===== config.mk =====
export PLATFORM = sky130hd
export DESIGN_NAME = wallace_mult16
export DESIGN_NICKNAME = d
export VERILOG_FILES = /design/src/rtl/wallace_mult16.sv
export SDC_FILE = /design/constraint.sdc
export NUM_CORES = 1
export LEC_CHECK = 0
export CORE_ASPECT_RATIO = 0.75
export CORE_MARGIN = 3
export CORE_UTILIZATION = 49
export DETAILED_ROUTE_END_ITERATION = 8
export GPL_ROUTABILITY_DRIVEN = 0
export MAX_ROUTING_LAYER = met4
export PLACE_DENSITY_LB_ADDON = 0.12
export RECOVER_POWER = 25
export SLEW_MARGIN = 20
export SYNTH_ARGS = -nofsm -noshare
export SYNTH_HDL_FRONTEND = slang
export SYNTH_SLANG_ARGS = --single-unit

===== constraint.sdc =====
create_clock -name clk -period 0.8 [get_ports clk]
set_input_delay 0.12 -clock clk [delete_from_list [all_inputs] [get_ports clk]]
set_output_delay 0.12 -clock clk [all_outputs]
set_load 0.01 [all_outputs]

===== src/rtl/wallace_mult16.sv =====
// wallace_mult16: unsigned 16x16 -> 32 Wallace-tree multiplier with a registered product.
// Define WALLACE_MULT16_IN_REG_EN to add an input register stage, which gives 2-cycle latency.
module wallace_mult16 (
  input  logic        clk,
  input  logic        rst_n,
  input  logic        in_valid,
  input  logic [15:0] a,
  input  logic [15:0] b,
  output logic [31:0] out,
  output logic        out_valid
);

  // Row count at each reduction level: 3 rows -> 2 (FA), a leftover pair -> HA, a single row passes through.
  localparam int ROWS [0:6] = '{16, 11, 8, 6, 4, 3, 2};

  logic [15:0] tree_a;
  logic [15:0] tree_b;
  logic        tree_v;

`ifdef WALLACE_MULT16_IN_REG_EN
  logic [15:0] a_q, a_d;
  logic [15:0] b_q, b_d;
  logic        v_q, v_d;

  // Operands are only loaded on valid cycles, so X on idle inputs never enters the tree.
  always_comb begin
    a_d = a_q;
    b_d = b_q;
    v_d = in_valid;
    if (in_valid) begin
      a_d = a;
      b_d = b;
    end
  end

  always_ff @(posedge clk or negedge rst_n) begin
    if (!rst_n) begin
      a_q <= 16'd0;
      b_q <= 16'd0;
      v_q <= 1'b0;
    end else begin
      a_q <= a_d;
      b_q <= b_d;
      v_q <= v_d;
    end
  end

  assign tree_a = a_q;
  assign tree_b = b_q;
  assign tree_v = v_q;
`else
  assign tree_a = a;
  assign tree_b = b;
  assign tree_v = in_valid;
`endif

  logic [31:0] lvl [0:6][0:15];

  always_comb begin
    for (int lv = 0; lv < 7; lv++) begin
      for (int r = 0; r < 16; r++) begin
        lvl[lv][r] = 32'd0;
      end
    end

    for (int i = 0; i < 16; i++) begin
      for (int j = 0; j < 16; j++) begin
        lvl[0][i][i+j] = tree_a[j] & tree_b[i];
      end
    end

    // Carry-save reduction. Carries move up one bit position; anything shifted past bit 31 is zero
    // because the full product fits in 32 bits.
    for (int lv = 0; lv < 6; lv++) begin
      for (int g = 0; g < 5; g++) begin
        if (g < ROWS[lv] / 3) begin
          lvl[lv+1][2*g]   = lvl[lv][3*g] ^ lvl[lv][3*g+1] ^ lvl[lv][3*g+2];
          lvl[lv+1][2*g+1] = ((lvl[lv][3*g] & lvl[lv][3*g+1]) |
                              (lvl[lv][3*g] & lvl[lv][3*g+2]) |
                              (lvl[lv][3*g+1] & lvl[lv][3*g+2])) << 1;
        end
      end
      case (ROWS[lv] % 3)
        1: begin
          lvl[lv+1][2*(ROWS[lv]/3)] = lvl[lv][3*(ROWS[lv]/3)];
        end
        2: begin
          lvl[lv+1][2*(ROWS[lv]/3)]   = lvl[lv][3*(ROWS[lv]/3)] ^ lvl[lv][3*(ROWS[lv]/3)+1];
          lvl[lv+1][2*(ROWS[lv]/3)+1] = (lvl[lv][3*(ROWS[lv]/3)] & lvl[lv][3*(ROWS[lv]/3)+1]) << 1;
        end
        default: ;
      endcase
    end
  end

  logic [31:0] prod;
  logic        cpa_c;

  always_comb begin
    prod  = 32'd0;
    cpa_c = 1'b0;
    for (int k = 0; k < 32; k++) begin
      prod[k] = lvl[6][0][k] ^ lvl[6][1][k] ^ cpa_c;
      cpa_c   = (lvl[6][0][k] & lvl[6][1][k]) | (cpa_c & (lvl[6][0][k] ^ lvl[6][1][k]));
    end
  end

  logic [31:0] out_q, out_d;
  logic        out_valid_q, out_valid_d;

  always_comb begin
    out_d       = out_q;
    out_valid_d = tree_v;
    if (tree_v) begin
      out_d = prod;
    end
  end

  always_ff @(posedge clk or negedge rst_n) begin
    if (!rst_n) begin
      out_q       <= 32'd0;
      out_valid_q <= 1'b0;
    end else begin
      out_q       <= out_d;
      out_valid_q <= out_valid_d;
    end
  end

  assign out       = out_q;
  assign out_valid = out_valid_q;

endmodule


==> summary.md, run 1 <==
| Metric | Value |
|---|---|
| Die Height | roughly 130 um |
| Nets | 1402 |
| Largest net degree at the start of global routing | 34 |
| CTS max path bufs | 2 |
| CORE AREA | 18130 um^2 |
| Vias/cell | 4.809 |
| Worst Path Required | 970 ps |
| Initial Utilization | 51.31% |
| Post-detail-place hpwl | just under 20000 um |
| Worst endpoint data arrival time | 11080 ps |
| Sequential share of the synthesized area | between 8 and 9% |
| Hold path startpoint | in_valid |
| Synthesis-to-layout area growth | 25.42% |
| Utilization after layout | 64.35% |
| Max Cap Viol | 0 |
| Netlist cell types | 14 |
| Post-Synthesis Cells | around 920 |
| Number of flops mapped to enable cells by yosys | 0 |
| CTS clk-pin slew, worst paths | 60 ps |
| DR pass1 iterations | 4 |
| Final Hold Violating Endpoints | 0 |
| DR WL/cell | 17.98 um |
| Async SR Flop Fraction | 100.0% |
| Root Buffer | clkbuf_16 |
| Clock tree from TritonCTS | built |
| CP max stage cell | fa_1 |
| Final ANT Viol Nets | 0 |
| Setup WS pre-CTS | -10800 ps |
| DIE WIDTH | 165.1 um |
| YS warnings | 0 |
| Synth Register Bits | 33 |
| All-Layer GR Usage | 24.74% |
| Die area | about 21000 um^2 |
| Critical path startpoint | a[4] |
| Count leader, synth | inv_1 |
| Final setup vio count | 64 |
| Slew Limit Fails | 0 |
| PD cells | 3431 nW/um^2 |
| Crit path max fanout | 4 |
| Hold/Removal Path Class | input port to flop |
| Top-area cell type share of the netlist area | a little under half |
| Initial drt markers | 318 |
| Rows | 42 |
| First-pass GRT wire length | 38070 um |
| Peak supply drop | 2.459 mV |
| Post-Synthesis Net Count | 1257 |
| Synthesized area | 9303 um^2 |
| Tmin final | 10910 ps |
| Via count | around 6300 |
| Leakage | between 0.005 and 0.006 uW |
| Ys flop type | dfrtp_1 |
| CTS buffer count | 5 |
| Clock Skews | 0 ps |
| Post-synth top cells | 250 x inv_1, 222 x fa_1, 211 x and2_1 |
| Worst r2r src | out[24]$_DFFE_PN0P_ |
| Sink Count | 33 |
| Status | finished with violations |
| H-tree depth | 2 |
| FILL cells | 1480 |
| Critical path class | input port to flop |
| Antenna cell count | 0 |
| Part of the cycle the worst path needs | 1364% |
| Post-route DRC | 0 |
| Port Buffers | 67 |
| Fmax | 91.63 MHz |
| Crit path launch type | input port |
| Global route total overflow | 0 |
| # IOs | 68 |
| Synth area leader | fa_1 |
| Rel. slew slack | 78.77% |
| Setup ws final | -10110 ps |
| Failing checks | setup timing |
| Worst setup EP type | flop |
| Ranking of synthesized cells by area | fa_1 48%, and2_1 14%, ha_1 11%, inv_1 10%, dfrtp_1 8.9% |
| Syn_area_per_cell | 10.17 um^2 |
| Drt total wl | 23430 um |
| Least-Margin Pin Slew | approximately 320 ps |
| Clock latency on the worst-skew pair | 280 ps |
| Most used cell, CP | fa_2 |
| Unrepaired setup endpoints after global routing | yes |
| Initial antenna violation count | 0 |
| Vias in the first global route | 6896 |
| Crit path largest cell delay | 570 ps |
| Share of cells above drive strength 1 | 26.86% |
## registers in the layout (all words and copies together) (netlist names)
name and count:
out 32, out_valid 1
## layer usage
layer / up-vias / routed length [um] / GRT usage (%)
li1: 2875 / - / -
met1: 3215 / 12140 / 40.14
met2: 168 / 9330 / 32.04
met3: 8 / 1827 / 5.787
met4: 0 / 133 / 3.304
met5: - / 0 / -
## worst max-delay path, delay by kind of cell
family                     cells  cell delay (ps)
muxes                          1              260
and+or+nand+nor                1              160
buffers and inverters          7              410
adders and majority gates     29             9970
xor gates and xnor gates       1              180
## logic make-up (layout without fill, tap and decap cells)
| logic type | after synthesis | in the layout | synth area share (%) |
|---|---|---|---|
| multiplexers | 31 | 31 | 3.726 |
| AND/OR/NAND/NOR | 256 | 256 | 16.02 |
| AO/OA/AOI/OAI | 1 | 1 | 0.05375 |
| XOR/XNOR | 1 | 1 | 0.2555 |
| adder cells (fa/ha/maj) | 307 | 307 | 59.21 |
| buffers and inverters | 286 | 432 | 11.86 |
| flip-flops | 33 | 33 | 8.877 |
## stage by stage
step	cells	power, uW	hold WS (ps)	instance area, um^2	TNS, ps
4_1_cts	1297	39210	26.20	11500	-168540
3_3_place_gp	1253	33450	92.75	10760	-193850
5_1_grt	1303	44440	95.45	11670	-172970
2_1_floorplan	915	24550	-175.6	9538	-165430
6_report	1303	40030	78.80	11670	-168270
3_5_place_dp	1253	34040	93.79	10760	-194440
## cells in the final DEF (no fill, tap or decap), drive strengths merged
master and instances:
fa 222, clkbuf 6, o21ai 1, mux2 26, buf 157, nand3 1
nand2 44, dlygate4sd3 1, clkdlybuf4s50 12, xor3 1, clkinv 1, and2 211
ha 85, clkdlybuf4s15 1, dlygate4sd2 2, bufinv 2, dfrtp 33, mux2i 5
inv 250
## final cells by class
type | count | area (um^2) | area share [%]
clock inverters | 3 | 65.06 | 0.5576
clock buffers | 5 | 125.1 | 1.072
flip-flops and latches | 33 | 825.8 | 7.078
well taps | 242 | 302.8 | 2.595
inverters | 250 | 938.4 | 8.043
multi-input cells | 596 | 7856 | 67.34
repair buffers | 174 | 1554 | 13.32
## final timing paths
check,end,slack (ps),cells past startpoint
min in group asynchronous,out[26]$_DFFE_PN0P_,370,3
min,out_valid$_DFF_PN0_,80,1
max,out[31]$_DFFE_PN0P_,-10110,39
max in group asynchronous,out[7]$_DFFE_PN0P_,180,3
min reg2reg,out[29]$_DFFE_PN0P_,500,1
max reg2reg,out[24]$_DFFE_PN0P_,-90,2
## power by group
group          switching (uW)  internal (uW)
clock network             788           1780
logic                   16900          17400
registers                 441           2760
total                   18100          21900
## timing repair
action / in CTS / in global routing
setup buffers: 36 / 11
setup endpoints to repair: 65 / 65
pin swaps: 36 / 24
resized for setup: 333 / 45
cloned: 0 / 0
endpoints found under the hold margin: 33 / 0
hold buffers: 1 / 0
(Power assumes the default switching activity.)
==> inputs of run 2 (changes only) <==
--- a/config.mk
+++ b/config.mk
@@ -13,6 +13,8 @@
 export MAX_ROUTING_LAYER = met4
 export PLACE_DENSITY_LB_ADDON = 0.12
 export RECOVER_POWER = 25
+export SETUP_SLACK_MARGIN = 0.05
+export SKIP_LAST_GASP = 1
 export SLEW_MARGIN = 20
 export SYNTH_ARGS = -nofsm -noshare
 export SYNTH_HDL_FRONTEND = slang
==> run 2 against run 1 <==
Compared with the run above:
- the flow still finishes with violations (setup timing)
- final cell count is essentially flat
- clock skew stayed put
- largest power group unchanged
- fmax increased by 0.15%
- sequential share of layout area barely moved
- critical endpoint unchanged
- critical path depth unchanged
- largest cell class unchanged
- via count is 0.94% higher
==> summary.md, run 2 (synthesis gave the netlist of run 1 again) <==
| Metric | Value |
|---|---|
| CTS clk-pin slew, worst paths | ~60 ps |
| CORE AREA | around 18000 um^2 |
| Max Cap Viol | 0 |
| Via count | between 6000 and 7000 |
| CTS buffer count | 5 |
| Leakage | around 0.0059 uW |
| Crit path launch type | input port |
| # IOs | around 70 |
| Highest metal used | met4 |
| Share of cells above drive strength 1 | 26.53% |
| Worst setup EP type | flop |
| Initial Utilization | 51.31% |
| Setup WS pre-CTS | -10800 ps |
| Fmax | 91.77 MHz |
| Met1 WL | 12290 um |
| Slew Limit Fails | 0 |
| Tot Pwr | around 40000 uW |
| Initial drt markers | between 300 and 400 |
| Nets | 1400 |
| Largest net degree at the start of global routing | 34 |
| DR pass1 iterations | 5 |
| Status | finished with violations |
| Initial antenna violation count | 0 |
| Crit path max fanout | 4 |
| PD cells | 3468 nW/um^2 |
| Commonest non-fill, non-tap cell in the layout | inv_1 |
| H-tree depth | 2 |
| Critical path class | input port to flop |
| Peak supply drop | 2.358 mV |
| Most frequent cells in the layout | 239 x inv_1, 191 x and2_1, 190 x fa_1, 75 x buf_4, 67 x ha_1 |
| FILL cells | approximately 1500 |
| DR WL/cell | between 15 and 20 um |
| Worst endpoint data arrival time | 11060 ps |
| Post-detail-place hpwl | 19210 um |
| Rows | 42 |
| Final ANT Viol Nets | 0 |
| Crit path largest cell delay | 570 ps |
| Part of the cycle the worst path needs | 1362% |
| Clock Skews | 0 ps |
| Max FFs per register | 32 |
| Setup ws final | -10100 ps |
| Most used cell, CP | fa_2 |
| Vias in the first global route | 6904 |
| Unrepaired setup endpoints after global routing | yes |
| Rel. slew slack | 79.15% |
| Clock latency on the worst-skew pair | ~280 ps |
| Post-DP Area | 10760 um^2 |
| Final Hold Violating Endpoints | 0 |
| Vias/cell | 4.858 |
| Final setup vio count | 64 |
| Post-route DRC | 0 |
| Port Buffers | between 60 and 70 |
| Die area | slightly above 20000 um^2 |
| Met3 wire length | 1770 um |
| Global route total overflow | 0 |
| Worst R2R Setup Slack | -90 ps |
| Drt total wl | around 24000 um |
| CTS max path bufs | 2 |
| Least-Margin Pin Slew | 311.8 ps |
| Root Buffer | clkbuf_16 |
| All-Layer GR Usage | 24.66% |
| Clock tree from TritonCTS | built |
| Failing checks | setup timing |
| Sink Count | 33 |
| Fin Setup TNS | -167890 ps |
| DIE WIDTH | 165.1 um |
| Tmin final | between 10000 and 15000 ps |
| CP max stage cell | fa_1 |
| First-pass GRT wire length | 38070 um |
| Hold/Removal Path Class | input port to flop |
| Final Cell Area | 11620 um^2 |
| Die Height | 125.3 um |
| Routed wl met2 | 9342 um |
| Synthesis-to-layout area growth | 24.96% |
| Worst Path Required | 970 ps |
run 2: path summary, 6_finish.rpt:
path,endpoint,cells past startpoint,from
min in group asynchronous,out[26]$_DFFE_PN0P_,3,rst_n
worst min register to register,out[29]$_DFFE_PN0P_,1,out[29]$_DFFE_PN0P_
worst max-delay path,out[31]$_DFFE_PN0P_,39,a[4]
worst max register to register,out[24]$_DFFE_PN0P_,2,out[24]$_DFFE_PN0P_
worst min-delay path,out_valid$_DFF_PN0_,1,in_valid
max in group asynchronous,out[11]$_DFFE_PN0P_,3,rst_n
run 2: area by class of cell:
cell class                 count  area [um^2]  share of cell area [%]
antenna                        1        2.502                 0.02153
clock buffer                   5        125.1                   1.076
clock inverter                 3        65.06                  0.5597
inverter                     250        938.4                   8.072
multi-input combinational    596         7856                   67.58
sequential                    33        825.8                   7.104
tap                          242        302.8                   2.605
timing repair buffer         172         1509                   12.98
run 2: power breakdown:
group	switching [uW]	internal (uW)
Clock	778	1780
Combinational	17000	17500
Sequential	432	2760
run 2: layer usage:
layer  track usage (%)  vias to the layer above
met4             3.008                        0
li1                  -                     2876
met2             31.97                      186
met3             5.721                        8
met1             40.16                     3255
met5                 -                        -
run 2: critical path, delay by kind of cell:
family	cells	cell delay, ps
XOR/XNOR	1	180
adder cells (fa/ha/maj)	29	9970
buffers and inverters	7	400
multiplexers	1	260
AND/OR/NAND/NOR	1	160
run 2: through the flow:
stage	hold slack [ps]	utilization (%)	cells
after floorplan	-175.6	-	915
after global placement	92.75	59.33	1253
after detailed placement	93.79	59.33	1253
after CTS	26.20	63.20	1297
after global routing	95.36	64.11	1301
final	77.38	64.12	1302
run 2: what timing repair did:
| item | in CTS | in global routing |
|---|---|---|
| setup endpoints to repair | 65 | 65 |
| resized for setup | 327 | 44 |
| hold buffers | 1 | 0 |
| buffers inserted | 36 | 10 |
| pin swaps | 36 | 23 |
| hold endpoints to repair | 33 | 0 |
==> inputs of run 3 (changes only) <==
==> constraint.sdc (replaced) <==
create_clock -name clk -period 11.5 [get_ports clk]
set_input_delay 1.725 -clock clk [delete_from_list [all_inputs] [get_ports clk]]
set_output_delay 1.725 -clock clk [all_outputs]
set_load 0.01 [all_outputs]
==> run 3 against run 2 <==
Compared with the run above:
- the flow finishes with violations (capacitance limit, slew limit, setup timing)
- non-clock buffer count is 50 lower
- sequential cell count stayed put
- register-to-register slack better by 11000 ps
- first-iteration DRC count is 5.6% lower
- largest cell class unchanged
- highest routed layer unchanged
==> summary.md, run 3 (synthesis gave the netlist of run 1 again) <==
| Metric | Value |
|---|---|
| Port Buffers | 67 |
| Drt total wl | 22250 um |
| Rows | 42 |
| Tmin final | 12630 ps |
| Root Buffer | clkbuf_16 |
| Placed Instances | 1241 |
| Final setup vio count | 4 |
| Part of the cycle the worst path needs | 109.9% |
| Vias in the first global route | 6330 |
| Least-Margin Pin Slew | 1879 ps |
| Worst endpoint data arrival time | between 10000 and 15000 ps |
| DR pass1 iterations | 5 |
| # IOs | 68 |
| PD cells | 233.3 nW/um^2 |
| Largest net degree at the start of global routing | 35 |
| Most frequent cells in the layout | 242 x inv_1, 204 x and2_1, 196 x fa_1, 79 x ha_1, 50 x buf_4 |
| Max Cap Viol | 1 |
| Hold bufs inserted after CTS | 0 |
| Initial drt markers | 335 |
| Initial antenna violation count | 1 |
| Clock Skews | 0 ps |
| Failing checks | capacitance limit, slew limit, setup timing |
| Hold/Removal Path Class | flop to flop |
| Setup ws final | -1134 ps |
| Initial Utilization | 51.31% |
| Crit path launch type | input port |
| Critical path class | input port to flop |
| Most used cell, CP | fa_2 |
| Die area | a little over 20000 um^2 |
| Worst setup EP type | flop |
| Post-detail-place hpwl | 19160 um |
| Tot Pwr | 2523 uW |
| Peak supply drop | 0.1945 mV |
| Via count | 6072 |
| Crit path max-delay family | adder cells |
| Synthesis-to-layout area growth | 16.25% |
| First-pass GRT wire length | 35980 um |
| Worst Path Required | between 10000 and 15000 ps |
| DIE WIDTH | 165.1 um |
| CTS clk-pin slew, worst paths | approximately 60 ps |
| Unrepaired setup endpoints after global routing | yes |
| Leakage | roughly 0.0054 uW |
| CTS buffer count | 5 |
| Post-route DRC | 0 |
| Fmax | 79.15 MHz |
| Nets | approximately 1400 |
| DR WL/cell | 17.79 um |
| Share of cells above drive strength 1 | 15.16% |
| CORE AREA | around 18000 um^2 |
| Final Hold Violating Endpoints | 0 |
| Rel. slew slack | -25.27% |
| Global route total overflow | 0 |
| Vias/cell | 4.854 |
| Clock latency on the worst-skew pair | 280 ps |
| Buffers & Inverters on Critical Path | 7 |
| Max FFs per register | 32 |
| H-tree depth | 2 |
| Crit path max fanout | 3 |
| Die Height | 125.3 um |
| All-Layer GR Usage | 23.65% |
| Clock tree from TritonCTS | built |
| Slew Limit Fails | 34 |
| Status | finished with violations |
| CP max stage cell | fa_1 |
| CTS max path bufs | 2 |
| Crit path largest cell delay | ~550 ps |
| Commonest non-fill, non-tap cell in the layout | inv_1 |
| Final ANT Viol Nets | 0 |
| Sink Count | 33 |
| Antenna cell count | 0 |
| Final Non-Filler Cells | 1251 |
## run 3: worst paths after layout
kind                                     start             endpoint  slack [ps]  cells after the start
max in group asynchronous                rst_n  out[12]$_DFFE_PN0P_        8460                      1
hold reg to reg             out[2]$_DFFE_PN0P_   out[2]$_DFFE_PN0P_         500                      1
setup / recovery                          b[5]  out[31]$_DFFE_PN0P_       -1130                     40
min in group asynchronous                rst_n  out[29]$_DFFE_PN0P_        1950                      1
hold / removal              out[2]$_DFFE_PN0P_   out[2]$_DFFE_PN0P_         500                      1
setup reg to reg           out[11]$_DFFE_PN0P_  out[11]$_DFFE_PN0P_       10710                      1
## run 3: layer usage
layer  share of wire (%)  global-route usage [%]  vias up
li1                    -                       -     2775
met1                  55                   41.50     3098
met2                  36                   27.46      186
met3                 7.9                   5.093       13
met4                0.74                   3.205        0
met5                   0                       -        -
## run 3: repair_timing
item	CTS	global route
pin swaps	11	6
buffers inserted	3	0
hold endpoints to repair	0	0
endpoints found under the setup margin	6	6
gates cloned	0	0
gates resized for setup	72	33
## run 3: per-stage QoR
stage               utilization, %  area, um^2  hold slack [ps]  setup slack (ps)  setup TNS (ps)
floorplan                        -        9387            546.7            -942.1           -2432
global route                 59.65       10810            516.4             -1438           -4491
CTS                          59.32       10760            507.9             -1268           -3746
finish                       59.65       10810            501.4             -1134           -3130
global placement             58.25       10560            489.8             -1770           -6557
detailed placement           58.25       10560            495.9             -1914           -7455
## run 3: area by class of cell
class / count / area, um^2
inverter: 250 / 938.4
clock buffer: 5 / 125.1
fill: 1606 / 7316
timing repair buffer: 122 / 1071
tap: 242 / 302.8
sequential: 33 / 825.8
clock inverter: 3 / 17.52
multi-input combinational: 596 / 7533
## run 3: report_power, final
| part | switching (uW) | internal, uW |
|---|---|---|
| Combinational | 1100 | 1070 |
| Clock | 55.4 | 79.4 |
| Sequential | 29.5 | 194 |
